## src/rtl/mem_access_stage_if.sv

```systemverilog
// Data-memory request/acknowledge bus between the MEM stage and data memory.
//
// Handshake: the master raises dmem_req together with dmem_we, dmem_addr,
// dmem_be and dmem_wdata and keeps all of them stable until it samples
// dmem_ack=1 on a rising clock edge. That edge completes the transfer; for a
// read, dmem_rdata is valid in the same cycle as dmem_ack. dmem_ack is only
// meaningful while dmem_req=1 and is ignored at any other time.
//
// Signals:
//   dmem_req    master->slave  transfer request
//   dmem_we     master->slave  1 = write, 0 = read
//   dmem_addr   master->slave  word-aligned byte address
//   dmem_be     master->slave  byte enables
//   dmem_wdata  master->slave  lane-steered write data
//   dmem_rdata  slave->master  read data, valid with dmem_ack
//   dmem_ack    slave->master  transfer complete
interface mem_access_stage_if;
    logic        dmem_req;
    logic        dmem_we;
    logic [31:0] dmem_addr;
    logic [3:0]  dmem_be;
    logic [31:0] dmem_wdata;
    logic [31:0] dmem_rdata;
    logic        dmem_ack;

    modport master (
        output dmem_req, dmem_we, dmem_addr, dmem_be, dmem_wdata,
        input  dmem_rdata, dmem_ack
    );

    modport slave (
        input  dmem_req, dmem_we, dmem_addr, dmem_be, dmem_wdata,
        output dmem_rdata, dmem_ack
    );
endinterface

```

## src/rtl/mem_access_stage.sv

```systemverilog
// MEM-stage load/store unit. Launches one data-memory transfer per load or
// store over a req/ack bus, holds the pipeline while it is outstanding,
// steers store data into byte lanes and sign/zero-extends load data.
//
// Ports:
//   clk, reset        rising-edge clock, asynchronous active-high reset
//   MemRead_mem       load in MEM stage
//   MemWrite_mem      store in MEM stage (wins if both are set)
//   Funct3_mem        000 B, 001 H, 010 W, 100 BU, 101 HU
//   ALUResult_mem     effective byte address
//   MemWriteData_mem  right-aligned store data
//   MemDout_mem       registered, extended load data to MEM/WB
//   MemStall          hold the front of the pipeline
//   MisalignErr       one-cycle pulse: misaligned or illegal access
//   BusErr            one-cycle pulse: access timed out
//   o_state           FSM state (0 IDLE, 1 WAIT, 2 DONE) for observation
//   dmem              data-memory bus, master side
module mem_access_stage #(
    parameter int TIMEOUT_CYCLES = 255,
    parameter int CNT_W          = 8
) (
    input  logic                 clk,
    input  logic                 reset,
    input  logic                 MemRead_mem,
    input  logic                 MemWrite_mem,
    input  logic [2:0]           Funct3_mem,
    input  logic [31:0]          ALUResult_mem,
    input  logic [31:0]          MemWriteData_mem,
    output logic [31:0]          MemDout_mem,
    output logic                 MemStall,
    output logic                 MisalignErr,
    output logic                 BusErr,
    output logic [1:0]           o_state,
    mem_access_stage_if.master   dmem
);

    typedef enum logic [1:0] {
        IDLE = 2'd0,
        WAIT = 2'd1,
        DONE = 2'd2
    } state_t;

    state_t r_state;
    state_t w_next;

    logic             r_req;
    logic             r_we;
    logic [31:0]      r_addr;
    logic [3:0]       r_be;
    logic [31:0]      r_wdata;
    logic [31:0]      r_dout;
    logic             r_misalign;
    logic             r_buserr;
    logic [CNT_W-1:0] r_cnt;
    logic [2:0]       r_f3;
    logic [1:0]       r_a;
    logic             r_load;

    logic             w_access;
    logic             w_store;
    logic [1:0]       w_a;
    logic             w_fault;
    logic             w_launch;
    logic             w_fault_hit;
    logic             w_timeout;
    logic [3:0]       w_be;
    logic [31:0]      w_wdata;
    logic [7:0]       w_byte;
    logic [15:0]      w_half;
    logic [31:0]      w_ext;

    assign w_access = MemRead_mem | MemWrite_mem;
    assign w_store  = MemWrite_mem;
    assign w_a      = ALUResult_mem[1:0];

    // Illegal encodings and misalignment are both reported as MisalignErr.
    always_comb begin
        w_fault = 1'b0;
        case (Funct3_mem)
            3'b000, 3'b100: w_fault = 1'b0;
            3'b001, 3'b101: w_fault = w_a[0];
            3'b010:         w_fault = |w_a;
            default:        w_fault = 1'b1;
        endcase
        // There is no unsigned store.
        if (w_store && Funct3_mem[2]) begin
            w_fault = 1'b1;
        end
    end

    assign w_launch    = (r_state == IDLE) && w_access && !w_fault;
    assign w_fault_hit = (r_state == IDLE) && w_access && w_fault;
    // The counter is cleared on launch and counts WAIT cycles without ack,
    // so it holds TIMEOUT_CYCLES-1 during the last permitted WAIT cycle.
    assign w_timeout   = (r_cnt == CNT_W'(TIMEOUT_CYCLES - 1));

    // Store lane steering; loads always read the whole word.
    always_comb begin
        w_be    = 4'b1111;
        w_wdata = 32'd0;
        if (w_store) begin
            case (Funct3_mem[1:0])
                2'b00: begin
                    w_be    = 4'b0001 << w_a;
                    w_wdata = {4{MemWriteData_mem[7:0]}};
                end
                2'b01: begin
                    w_be    = w_a[1] ? 4'b1100 : 4'b0011;
                    w_wdata = {2{MemWriteData_mem[15:0]}};
                end
                default: begin
                    w_be    = 4'b1111;
                    w_wdata = MemWriteData_mem;
                end
            endcase
        end
    end

    // Load extraction uses the size/offset captured at launch, because the
    // EX/MEM inputs are only guaranteed stable while MemStall is high.
    always_comb begin
        w_byte = 8'd0;
        case (r_a)
            2'd0:    w_byte = dmem.dmem_rdata[7:0];
            2'd1:    w_byte = dmem.dmem_rdata[15:8];
            2'd2:    w_byte = dmem.dmem_rdata[23:16];
            default: w_byte = dmem.dmem_rdata[31:24];
        endcase
        w_half = r_a[1] ? dmem.dmem_rdata[31:16] : dmem.dmem_rdata[15:0];
        case (r_f3)
            3'b000:  w_ext = {{24{w_byte[7]}}, w_byte};
            3'b100:  w_ext = {24'd0, w_byte};
            3'b001:  w_ext = {{16{w_half[15]}}, w_half};
            3'b101:  w_ext = {16'd0, w_half};
            default: w_ext = dmem.dmem_rdata;
        endcase
    end

    // Next-state logic.
    always_comb begin
        w_next = r_state;
        case (r_state)
            IDLE:    if (w_launch) w_next = WAIT;
            WAIT:    if (dmem.dmem_ack || w_timeout) w_next = DONE;
            DONE:    w_next = IDLE;
            default: w_next = IDLE;
        endcase
    end

    always_ff @(posedge clk or posedge reset) begin
        if (reset) begin
            r_state <= IDLE;
        end else begin
            r_state <= w_next;
        end
    end

    // Datapath and bus registers.
    always_ff @(posedge clk or posedge reset) begin
        if (reset) begin
            r_req      <= 1'b0;
            r_we       <= 1'b0;
            r_addr     <= 32'd0;
            r_be       <= 4'd0;
            r_wdata    <= 32'd0;
            r_dout     <= 32'd0;
            r_misalign <= 1'b0;
            r_buserr   <= 1'b0;
            r_cnt      <= '0;
            r_f3       <= 3'd0;
            r_a        <= 2'd0;
            r_load     <= 1'b0;
        end else begin
            r_misalign <= w_fault_hit;
            r_buserr   <= 1'b0;
            case (r_state)
                IDLE: begin
                    if (w_launch) begin
                        r_req   <= 1'b1;
                        r_we    <= w_store;
                        r_addr  <= {ALUResult_mem[31:2], 2'b00};
                        r_be    <= w_be;
                        r_wdata <= w_wdata;
                        r_cnt   <= '0;
                        r_f3    <= Funct3_mem;
                        r_a     <= w_a;
                        r_load  <= !w_store;
                    end else if (w_fault_hit) begin
                        r_dout <= 32'd0;
                    end
                end
                WAIT: begin
                    if (dmem.dmem_ack) begin
                        r_req <= 1'b0;
                        if (r_load) begin
                            r_dout <= w_ext;
                        end
                    end else if (w_timeout) begin
                        r_req    <= 1'b0;
                        r_dout   <= 32'd0;
                        r_buserr <= 1'b1;
                    end else begin
                        r_cnt <= r_cnt + CNT_W'(1);
                    end
                end
                default: ;
            endcase
        end
    end

    // The launch cycle stalls combinationally so EX/MEM holds the access
    // until DONE; reset forces the stall low at once.
    assign MemStall    = !reset && (w_launch || (r_state == WAIT));
    assign MemDout_mem = r_dout;
    assign MisalignErr = r_misalign;
    assign BusErr      = r_buserr;
    assign o_state     = r_state;

    assign dmem.dmem_req   = r_req;
    assign dmem.dmem_we    = r_we;
    assign dmem.dmem_addr  = r_addr;
    assign dmem.dmem_be    = r_be;
    assign dmem.dmem_wdata = r_wdata;

endmodule

```

## src/flat_wrapper.sv

```systemverilog
// flat-port wrapper written by rule: the top's interface ports become plain ports
module mem_access_stage_flat 
#(
    parameter int TIMEOUT_CYCLES = 255,
    parameter int CNT_W          = 8
)
  (clk, reset, MemRead_mem, MemWrite_mem, Funct3_mem, ALUResult_mem, MemWriteData_mem, MemDout_mem, MemStall, MisalignErr, BusErr, o_state, dmem_dmem_req, dmem_dmem_we, dmem_dmem_addr, dmem_dmem_be, dmem_dmem_wdata, dmem_dmem_rdata, dmem_dmem_ack);
  mem_access_stage_if dmem_i ();
  input  logic clk;
  input  logic reset;
  input  logic MemRead_mem;
  input  logic MemWrite_mem;
  input  logic [2:0] Funct3_mem;
  input  logic [31:0] ALUResult_mem;
  input  logic [31:0] MemWriteData_mem;
  output logic [31:0] MemDout_mem;
  output logic MemStall;
  output logic MisalignErr;
  output logic BusErr;
  output logic [1:0] o_state;
  output wire logic [$bits(dmem_i.dmem_req)-1:0] dmem_dmem_req;
  output wire logic [$bits(dmem_i.dmem_we)-1:0] dmem_dmem_we;
  output wire logic [$bits(dmem_i.dmem_addr)-1:0] dmem_dmem_addr;
  output wire logic [$bits(dmem_i.dmem_be)-1:0] dmem_dmem_be;
  output wire logic [$bits(dmem_i.dmem_wdata)-1:0] dmem_dmem_wdata;
  input wire logic [$bits(dmem_i.dmem_rdata)-1:0] dmem_dmem_rdata;
  input wire logic [$bits(dmem_i.dmem_ack)-1:0] dmem_dmem_ack;
  assign dmem_dmem_req = dmem_i.dmem_req;
  assign dmem_dmem_we = dmem_i.dmem_we;
  assign dmem_dmem_addr = dmem_i.dmem_addr;
  assign dmem_dmem_be = dmem_i.dmem_be;
  assign dmem_dmem_wdata = dmem_i.dmem_wdata;
  assign dmem_i.dmem_rdata = dmem_dmem_rdata;
  assign dmem_i.dmem_ack = dmem_dmem_ack;
  mem_access_stage #(.TIMEOUT_CYCLES(TIMEOUT_CYCLES), .CNT_W(CNT_W)) u_core (.clk(clk), .reset(reset), .MemRead_mem(MemRead_mem), .MemWrite_mem(MemWrite_mem), .Funct3_mem(Funct3_mem), .ALUResult_mem(ALUResult_mem), .MemWriteData_mem(MemWriteData_mem), .MemDout_mem(MemDout_mem), .MemStall(MemStall), .MisalignErr(MisalignErr), .BusErr(BusErr), .o_state(o_state), .dmem(dmem_i));
endmodule
```

## config.mk

```make
export PLATFORM = sky130hd
export DESIGN_NAME = mem_access_stage_flat
export DESIGN_NICKNAME = d
export VERILOG_FILES = /design/src/rtl/mem_access_stage_if.sv /design/src/rtl/mem_access_stage.sv /design/src/flat_wrapper.sv
export SDC_FILE = /design/constraint.sdc
export NUM_CORES = 1
export LEC_CHECK = 0
export BUFFER_PORTS_ARGS = -buffer_cell sky130_fd_sc_hd__buf_2
export CAP_MARGIN = 15
export CORE_UTILIZATION = 51
export CTS_BUF_LIST = sky130_fd_sc_hd__clkbuf_8
export DETAILED_ROUTE_END_ITERATION = 6
export PLACE_DENSITY = 0.83
export SKIP_LAST_GASP = 1
export SLEW_MARGIN = 30
export SYNTH_ARGS = -nofsm -noshare
export SYNTH_HDL_FRONTEND = slang
export SYNTH_SLANG_ARGS = --single-unit
```

## constraint.sdc

```tcl
create_clock -name clk -period 4.3 [get_ports clk]
set_input_delay 0.43 -clock clk [delete_from_list [all_inputs] [get_ports clk]]
set_output_delay 0.43 -clock clk [all_outputs]
set_load 0.01 [all_outputs]
```

==> results of run 1 <==
==> critical path: cells and delay by family, from the launching register on <==
family / cells / cell delay [ps]
DFF: 1 / 970
muxes: 1 / 250
AOI/OAI and AO/OA: 4 / 1390
==> how the worst min path moves through the flow <==
stage               slack (ps)  depth (start not counted)                             startpoint                                     to
floorplan                  480                          2              u_core.r_load$_DFFE_PP0P_              u_core.r_load$_DFFE_PP0P_
global route               160                          3                      ALUResult_mem[26]  u_core.dmem.dmem_addr[26]$_DFFE_PP0P_
finish                     180                          3                      ALUResult_mem[26]  u_core.dmem.dmem_addr[26]$_DFFE_PP0P_
CTS                        160                          3                      ALUResult_mem[26]  u_core.dmem.dmem_addr[26]$_DFFE_PP0P_
detailed placement         460                          2  u_core.dmem.dmem_addr[19]$_DFFE_PP0P_  u_core.dmem.dmem_addr[19]$_DFFE_PP0P_
global placement           460                          2  u_core.dmem.dmem_addr[22]$_DFFE_PP0P_  u_core.dmem.dmem_addr[22]$_DFFE_PP0P_
==> metal layers <==
layer	GRT usage, %	part of all wire, %	vias up
li1	-	-	2441
met1	34.0	42	2467
met2	46.5	49	244
met3	7.20	7.2	22
met4	9.69	1.7	0
met5	0	0	-
==> metrics by stage <==
step | area [µm²] | util (%)
finish | 7100 | 65.5
CTS | 7090 | 65.4
global placement | 6740 | 62.2
floorplan | 5670 | -
global route | 7100 | 65.5
detailed placement | 6750 | 62.2
==> state kept, by name, indices dropped and copies added, names as in the netlist <==
register                cells
u_core.dmem.dmem_addr      30
u_core.r_f3                 3
u_core.r_cnt                8
u_core.BusErr               1
u_core.o_state              2
u_core.MemDout_mem         32
u_core.dmem.dmem_wdata     32
u_core.r_a                  2
u_core.dmem.dmem_req        1
u_core.dmem.dmem_be         4
u_core.dmem.dmem_we         1
u_core.MisalignErr          1
u_core.r_load               1
==> power by group through the flow <==
stage / sequential, µW / clock (µW) / combinational [µW]
2_1_floorplan: 1690 / 0 / 647
3_3_place_gp: 1610 / 0 / 1160
3_5_place_dp: 1630 / 0 / 1210
4_1_cts: 1610 / 909 / 1210
5_1_grt: 1650 / 962 / 1340
6_report: 1620 / 893 / 1210
==> logic make-up (layout without fill, tap and decap cells) <==
kind of cell	Yosys count	count (layout)	share of synthesized area, %
AND/OR/NAND/NOR	229	229	16.6
AO/OA/AOI/OAI	139	139	16.3
flip-flops	118	118	52.1
buffers and inverters	56	257	4.33
multiplexers	51	51	9.60
XOR/XNOR	4	4	0.618
adder cells (fa/ha/maj)	2	2	0.441
other	1	2	0.0662
==> cell usage in the layout (no fill, tap or decap), drive strengths merged, types with 5 or more instances in the layout <==
master     n
a21oi     26
a221oi     5
buf      213
clkbuf    18
dfrtp    118
inv       17
mux2      27
mux2i     24
nand2    189
nor2      15
nor3b      5
o21ai     64
o221a      7
o221ai     6
o2bb2ai   16
==> layout make-up <==
| type | instances | area share, % |
|---|---|---|
| clock buffer | 18 | 3.49 |
| timing repair buffer | 213 | 15.3 |
| inverter | 13 | 0.757 |
| sequential | 118 | 41.6 |
| tap | 140 | 2.47 |
| clock inverter | 13 | 1.34 |
| multi-input combinational | 427 | 35.1 |
==> impl_metrics.toml, run 1 <==
[power]
switching_share_pct = 37.2
power_frac_comb_pct = 32.6
p_int_uw = 2340
power_density_nw_per_um2 = 524
power.switching_uw = 1380
p_total_uw = 3720
clockPowerShare_pct = 24.0
p_leak_uw = 0.00375
power_frac_seq_pct = 43.4
vdd_drop_max_uv = 264

[cells_and_area]
fillerInstances = 899
regArea_um2 = 2950
finalNonFillerCells = 942
fin_nets = 896
antenna_cells = 0
syn2layout_area_growth_pct = 25.3
layout-drive-gt1-share_pct = 34.4
multiInputGateArea_um2 = 2490

[sta]
fin_crit_ps = 2710
fin_ws_ps = 1590
post-route-period-util_pct = 62.9
final_hold_viol_count = 0
rsz0062_at_grt = "false"
setup_violations = 0
skew_ps = 12.7
drv_slew = 0
tightest_slew_ps = 955
max_freq_ghz = 0.370
maxSlewHeadroom_pct = 36.4
fin_tns_setup_ps = 0
timing.hold.ws_ps = 182

[floorplanning]
rows = 38
coreArea_um2 = 10800
fp.dieArea_um2 = 11500
die_h_um = 107
io_pins = 211
start_util_pct = 52.3
die_width_um = 107

[route]
postRouteAntennaNets = 0
wirelength_um = 15500
viasPerCell = 5.49
firstDrtPassIters = 5
drtIter0Drc = 320
via_count = 5174
route.detailed.drc = 0
wl_per_cell_um = 16.5

[worst_setup_path]
path_class = "reg2reg"
crit_path_start = "u_core.r_a[1]$_DFFE_PP0P_"
worstPathRequired_ps = 4640
timing.critical_path.to = "u_core.MemDout_mem[26]$_DFFE_PP0P_"
arrival_ps = 3040
r2r-start = "u_core.r_a[1]$_DFFE_PP0P_"
worstPathMaxFanout = 22
rrSetupSlack_ps = 1590
endpoint_kind = "register"
regToRegEndpoint = "u_core.MemDout_mem[26]$_DFFE_PP0P_"
startpoint_type = "register"
slowest_delay_ps = 970
worstPathCellList = "mux2i_1 > a211o_1 > a311oi_4 > a21oi_1 > o2bb2ai_1"
rr_worst_depth = 5
crit_slowest_cell = "dfrtp_1"

[cts]
clockRootBuffer = "clkbuf_8"
cts_hold_buf = 0
post_cts_resized = 0
clockBufferDepth = 2
postCtsSetupRepairBufs = 0
path_clk_slew_ps = 80
cts_tree = "done"
clock_sinks = 118
worstSkewPairLatency_ps = 430
cts_buffers = 17
htree_levels = 4

[logic_synthesis]
yosysWarnings = 0
yosysSeqAreaShare_pct = 52.1
yosysTopAreaCell = "dfrtp_1"
yosys-top-cells-area = "dfrtp_1 (52%), nand2_1 (13%), mux2i_1 (4.2%), mux2_2 (3.8%), o21ai_0 (3.3%)"
syn_area_um2 = 5670
synth_common_cells = "nand2_1 (189), dfrtp_1 (118), o21ai_0 (37)"
synth_edf_count = 0
synth_top_area_share_pct = 52.1
synth_ff_type = "dfrtp_1"
ys_async_sr_fraction_pct = 100
yosysMostFrequentCell = "nand2_1"
ys_ff_latch = 118
synthCells = 600
ys_types = 48
synth_area_per_cell_um2 = 9.45

[global_routing]
grt_first_pass_wirelength_um = 24100
grt_overflow = 0
antenna_found_initial = 0
grt_pass1_vias = 4900
grt_use_total_pct = 27.5
grt_max_degree = 96

[outcome]
status = "completed"

[placement]
numPortBuffers = 208
place_inst = 910
gp_congestion = 0.909
dp_slack_ps = 1220
hpwl_um = 11000

[run]
drv_cap = 0

[hold_path]
min_path_type = "in2reg"
Power figures use the tool's default switching activity.
==> run 2, diff against run 1 <==
- clock period: 4.3 -> 2.6 ns (I/O delays scaled with it)
==> impl_metrics.toml, run 2 (synthesis gave the netlist of run 1 again) <==
[sta]
max_freq_ghz = 0.442
fin_crit_ps = 2260
drv_slew = 0
final_hold_viol_count = 0
fin_tns_setup_ps = 0
timing.hold.ws_ps = 26.2
tightest_slew_ps = 881
rsz0062_at_grt = "false"
fin_ws_ps = 336
setup_violations = 0
maxSlewHeadroom_pct = 41.3
skew_ps = 11.5
post-route-period-util_pct = 87.1

[floorplanning]
fp.dieArea_um2 = 11500
die_h_um = 107
coreArea_um2 = 10800
die_width_um = 107
start_util_pct = 52.3
io_pins = 211
rows = 38

[placement]
numPortBuffers = 208
place_inst = 918
gp_congestion = 0.933
hpwl_um = 11100
dp_slack_ps = 235

[cells_and_area]
layout-drive-gt1-share_pct = 35.2
finalNonFillerCells = 950
fin_nets = 904
mostFrequentLayoutCells = "buf_2 (208), nand2_1 (189), dfrtp_1 (118)"
layout_commonest_cell = "buf_2"
syn2layout_area_growth_pct = 27.5

[worst_setup_path]
arrival_ps = 2540
worstPathMaxFanout = 26
endpoint_kind = "register"
worstPathRequired_ps = 2880
path_class = "reg2reg"
startpoint_type = "register"
rrSetupSlack_ps = 340

[cts]
worstSkewPairLatency_ps = 420
cts_tree = "done"
clockRootBuffer = "clkbuf_8"
clock_sinks = 118
path_clk_slew_ps = 70
cts_buffers = 17
clockBufferDepth = 2
postCtsSetupRepairBufs = 0
htree_levels = 4

[route]
wirelength_um = 15500
postRouteAntennaNets = 0
via_count = 5171
viasPerCell = 5.44
firstDrtPassIters = 4
wl_per_cell_um = 16.4
drtIter0Drc = 299
route.detailed.drc = 0

[power]
power_density_nw_per_um2 = 882
vdd_drop_max_uv = 485
p_leak_uw = 0.00381

[global_routing]
grt_pass1_vias = 5096
antenna_found_initial = 1
grt_first_pass_wirelength_um = 24500
grt_max_degree = 100
grt_use_total_pct = 27.8
grt_overflow = 0

[outcome]
status = "completed"

[hold_path]
min_path_type = "in2reg"

[run]
drv_cap = 0
run 2: changes by cell type in the layout (fill, tap and decap cells not counted), sizes merged:
cell	previous run	this run
clkbuf	18	19
clkinvlp	4	3
buf	213	220
diode	0	1
clkinv	4	5
inv	17	13
dlygate4sd3	0	1
bufinv	1	3
run 2: cell type report:
type,instances,area [µm²]
diodes,1,2.50
clock buffers,19,262
clock inverters,11,134
fillers,875,3610
inverters,13,52.6
multi-input cells,427,2490
flip-flops and latches,118,2950
well taps,140,175
repair buffers,221,1150
run 2: timing repair:
| action | 4_1_cts | 5_1_grt |
|---|---|---|
| resized for setup | 0 | 0 |
| hold endpoints to repair | 21 | 0 |
| hold buffers | 1 | 0 |
run 2: stage by stage:
stage | util (%) | total power [µW] | cell area (µm²)
global route | 66.6 | 6750 | 7220
finish | 66.7 | 6370 | 7230
CTS | 66.6 | 6400 | 7220
global placement | 62.9 | 4610 | 6820
detailed placement | 62.9 | 4710 | 6820
floorplan | - | 3870 | 5680
run 2: worst paths after layout:
kind | from | end | cells after the start
max in group asynchronous | reset | u_core.dmem.dmem_wdata[25]$_DFFE_PP0P_ | 4
min in group asynchronous | reset | u_core.dmem.dmem_addr[5]$_DFFE_PP0P_ | 3
min reg2reg | u_core.dmem.dmem_addr[3]$_DFFE_PP0P_ | u_core.dmem.dmem_addr[3]$_DFFE_PP0P_ | 2
min | ALUResult_mem[22] | u_core.dmem.dmem_addr[22]$_DFFE_PP0P_ | 3
max reg2reg | u_core.o_state[0]$_DFFE_PP0P_ | u_core.MemDout_mem[28]$_DFFE_PP0P_ | 6
max | u_core.o_state[0]$_DFFE_PP0P_ | u_core.MemDout_mem[28]$_DFFE_PP0P_ | 6
run 2: report_power, final:
part / switching [µW] / internal (µW) / leakage, µW
Combinational: 1240 / 829 / 0.00207
Sequential: 311 / 2300 / 0.00154
Clock: 715 / 976 / 0.000204
run 2: routing by layer:
| metal | track usage, % | up-vias | part of all wire [%] |
|---|---|---|---|
| li1 | - | 2447 | - |
| met1 | 33.2 | 2467 | 41 |
| met2 | 46.9 | 223 | 49 |
| met3 | 7.87 | 34 | 7.6 |
| met4 | 12.1 | 0 | 2.9 |
| met5 | 0 | - | 0 |
run 2: worst max-delay path, stage by stage (launching register included):
cell       delay, ps
dfrtp_1          450
nor2_1           250
o21ai_1          170
nor3_2           310
o2111ai_4        460
buf_4            360
o2bb2ai_1        130
==> run 3, diff against run 2 <==
- ABC_AREA: not set -> 1
- MAX_ROUTING_LAYER: not set -> met4
==> impl_metrics.toml, run 3 <==
[worst_setup_path]
path_class = "reg2out"
critical_path_depth = 6
arrival_ps = 1880
crit_family = "simple AND/OR/NAND/NOR gates"
worstPathMaxFanout = 13
slowest_delay_ps = 420
crit_slowest_cell = "dfrtp_1"
worstPathCellList = "nor2_1 > o21ai_1 > inv_1 > nand3_2 > a21oi_1 > buf_2"
rr_worst_depth = 6
startpoint_type = "register"
worst-path-buf-inv = 2
endpoint_kind = "primary output"
worstPathRequired_ps = 2340

[route]
postRouteAntennaNets = 0
wirelength_um = 15500
firstDrtPassIters = 7
drtIter0Drc = 326
wl_per_cell_um = 14.2
viasPerCell = 5.11
via_count = 5575
route.detailed.drc = 4

[logic_synthesis]
yosysSeqAreaShare_pct = 52.0
synth_ff_type = "dfrtp_1"
ys_async_sr_fraction_pct = 100
synth_top_area_share_pct = 52.0
syn_area_um2 = 5670
synthCells = 734
yosysMostFrequentCell = "nand2_1"
yosys.area_share.adder_pct = 0.441
yosysWarnings = 0
synth_xor_xnor_area_share_pct = 0.309
yosysTopAreaCell = "dfrtp_1"
ys_types = 35
synth_mux_area_share_pct = 0
synth_edf_count = 0
synth_compound_area_share_pct = 14.4
synth_common_cells = "nand2_1 (268), dfrtp_1 (118), o21ai_0 (92)"
ys_ff_latch = 118
synthSimpleGateAreaFrac_pct = 26.1
synth_top_family_by_area = "simple AND/OR/NAND/NOR gates"
yosys-top-cells-area = "dfrtp_1 (52%), nand2_1 (18%), o21ai_0 (8.1%), nor2_1 (3.6%), inv_1 (3.3%)"
synth_area_per_cell_um2 = 7.73

[outcome]
failed_checks = "design-rule violations"
status = "finished with violations"

[cts]
cts_buffers = 17
clockBufferDepth = 2
path_clk_slew_ps = 80
clock_sinks = 118
htree_levels = 4
clockRootBuffer = "clkbuf_8"
cts_tree = "done"
postCtsSetupRepairBufs = 0
worstSkewPairLatency_ps = 420

[cells_and_area]
final_area_um2 = 7270
layout-drive-gt1-share_pct = 28.1
syn2layout_area_growth_pct = 28.1
postLayoutCoreUtil_pct = 67.0
mostFrequentLayoutCells = "nand2_1 (268), buf_2 (208), dfrtp_1 (118)"
fin_nets = 1041
layout_commonest_cell = "nand2_1"
finalNonFillerCells = 1091

[power]
power_density_nw_per_um2 = 908
p_leak_uw = 0.00402
vdd_drop_max_uv = 527

[placement]
dpl_cell_area_um2 = 6820
numPortBuffers = 208
gp_congestion = 0.895
hpwl_um = 11000
place_inst = 1055

[sta]
tightest_slew_ps = 752
drv_slew = 0
post-route-period-util_pct = 82.2
maxSlewHeadroom_pct = 49.8
fin_tns_setup_ps = 0
fin_crit_ps = 2140
setup_violations = 0
rsz0062_at_grt = "false"
skew_ps = 13.5
final_hold_viol_count = 0
max_freq_ghz = 0.468

[global_routing]
grt_max_degree = 106
antenna_found_initial = 2
grt_first_pass_wirelength_um = 25400
grt_pass1_vias = 5384
grt_overflow = 0
grt_use_total_pct = 29.1

[hold_path]
hold_depth = 3
min_path_type = "in2reg"

[run]
drv_cap = 0

[floorplanning]
fp.dieArea_um2 = 11600
coreArea_um2 = 10800
die_h_um = 107
die_width_um = 107
rows = 38
io_pins = 211
start_util_pct = 52.3
-- run 3: cell types whose count changed in the layout (fill, tap and decap cells not counted), moves of 7 or more --
| cell | previous run | this run |
|---|---|---|
| nand2_1 | 189 | 268 |
| o21ai_0 | 37 | 92 |
| nor2_1 | 14 | 55 |
| inv_1 | 13 | 49 |
| mux2i_1 | 24 | 0 |
| mux2_2 | 19 | 0 |
| nand3_1 | 4 | 22 |
| o2bb2ai_1 | 16 | 0 |
| o21ai_1 | 27 | 17 |
| mux2_1 | 8 | 0 |
| a21oi_1 | 26 | 33 |
| o221a_2 | 7 | 0 |
-- run 3: final timing paths --
kind | startpoint | endpoint | slack [ps]
min in group asynchronous | reset | u_core.dmem.dmem_wdata[23]$_DFFE_PP0P_ | 380
worst max-delay path | u_core.o_state[1]$_DFFE_PP0P_ | MemStall | 460
worst min-delay path | ALUResult_mem[27] | u_core.dmem.dmem_addr[27]$_DFFE_PP0P_ | 20
worst max register to register | u_core.o_state[1]$_DFFE_PP0P_ | u_core.dmem.dmem_req$_DFFE_PP0P_ | 520
worst min register to register | u_core.dmem.dmem_addr[20]$_DFFE_PP0P_ | u_core.dmem.dmem_addr[20]$_DFFE_PP0P_ | 480
max in group asynchronous | reset | u_core.dmem.dmem_wdata[17]$_DFFE_PP0P_ | 1370
-- run 3: tightest hold or removal path, stage by stage --
cell and delay [ps]:
buf_2 70, nand2_1 40, nand2_1 40
-- run 3: cells by family (layout without fill, tap and decap cells) --
logic type	Yosys count	after routing
AOI/OAI and AO/OA	155	155
xor gates and xnor gates	2	2
adders and majority gates	2	2
buffers and inverters	90	303
DFF	118	118
other	1	5
and+or+nand+nor	366	366
-- run 3: layout make-up --
type                       instances  area [µm²]
fill                             969        3570
sequential                       118        2950
multi-input combinational        527        2350
timing repair buffer             218        1140
clock buffer                      19         262
inverter                          53         203
tap                              140         175
clock inverter                    13         170
antenna                            3        7.51
-- run 3: layer usage --
layer,part of all wire [%],track usage [%],vias to the layer above
li1,-,-,2742
met1,42,35.4,2593
met2,49,47.6,225
met3,7.7,8.11,15
met4,1.1,8.12,0
met5,0,-,-
-- run 3: per-stage QoR --
stage | power [µW] | hold slack, ps | setup slack (ps)
final | 6600 | 23.7 | 462
after global placement | 4740 | 254 | 624
after CTS | 6630 | 9.65 | 448
after floorplan | 3970 | 333 | 899
after detailed placement | 4790 | 260 | 577
after global routing | 7030 | 11.9 | 275
-- run 3: report_power, final --
group / total, µW / switching [µW] / internal (µW)
registers: 2630 / 312 / 2310
clock network: 1830 / 813 / 1010
logic: 2150 / 1350 / 796
total: 6600 / 2470 / 4120
-- run 3: what timing repair did --
| action | CTS | global route |
|---|---|---|
| resized for setup | 0 | 0 |
| endpoints found under the hold margin | 13 | 0 |
| hold buffers | 1 | 0 |
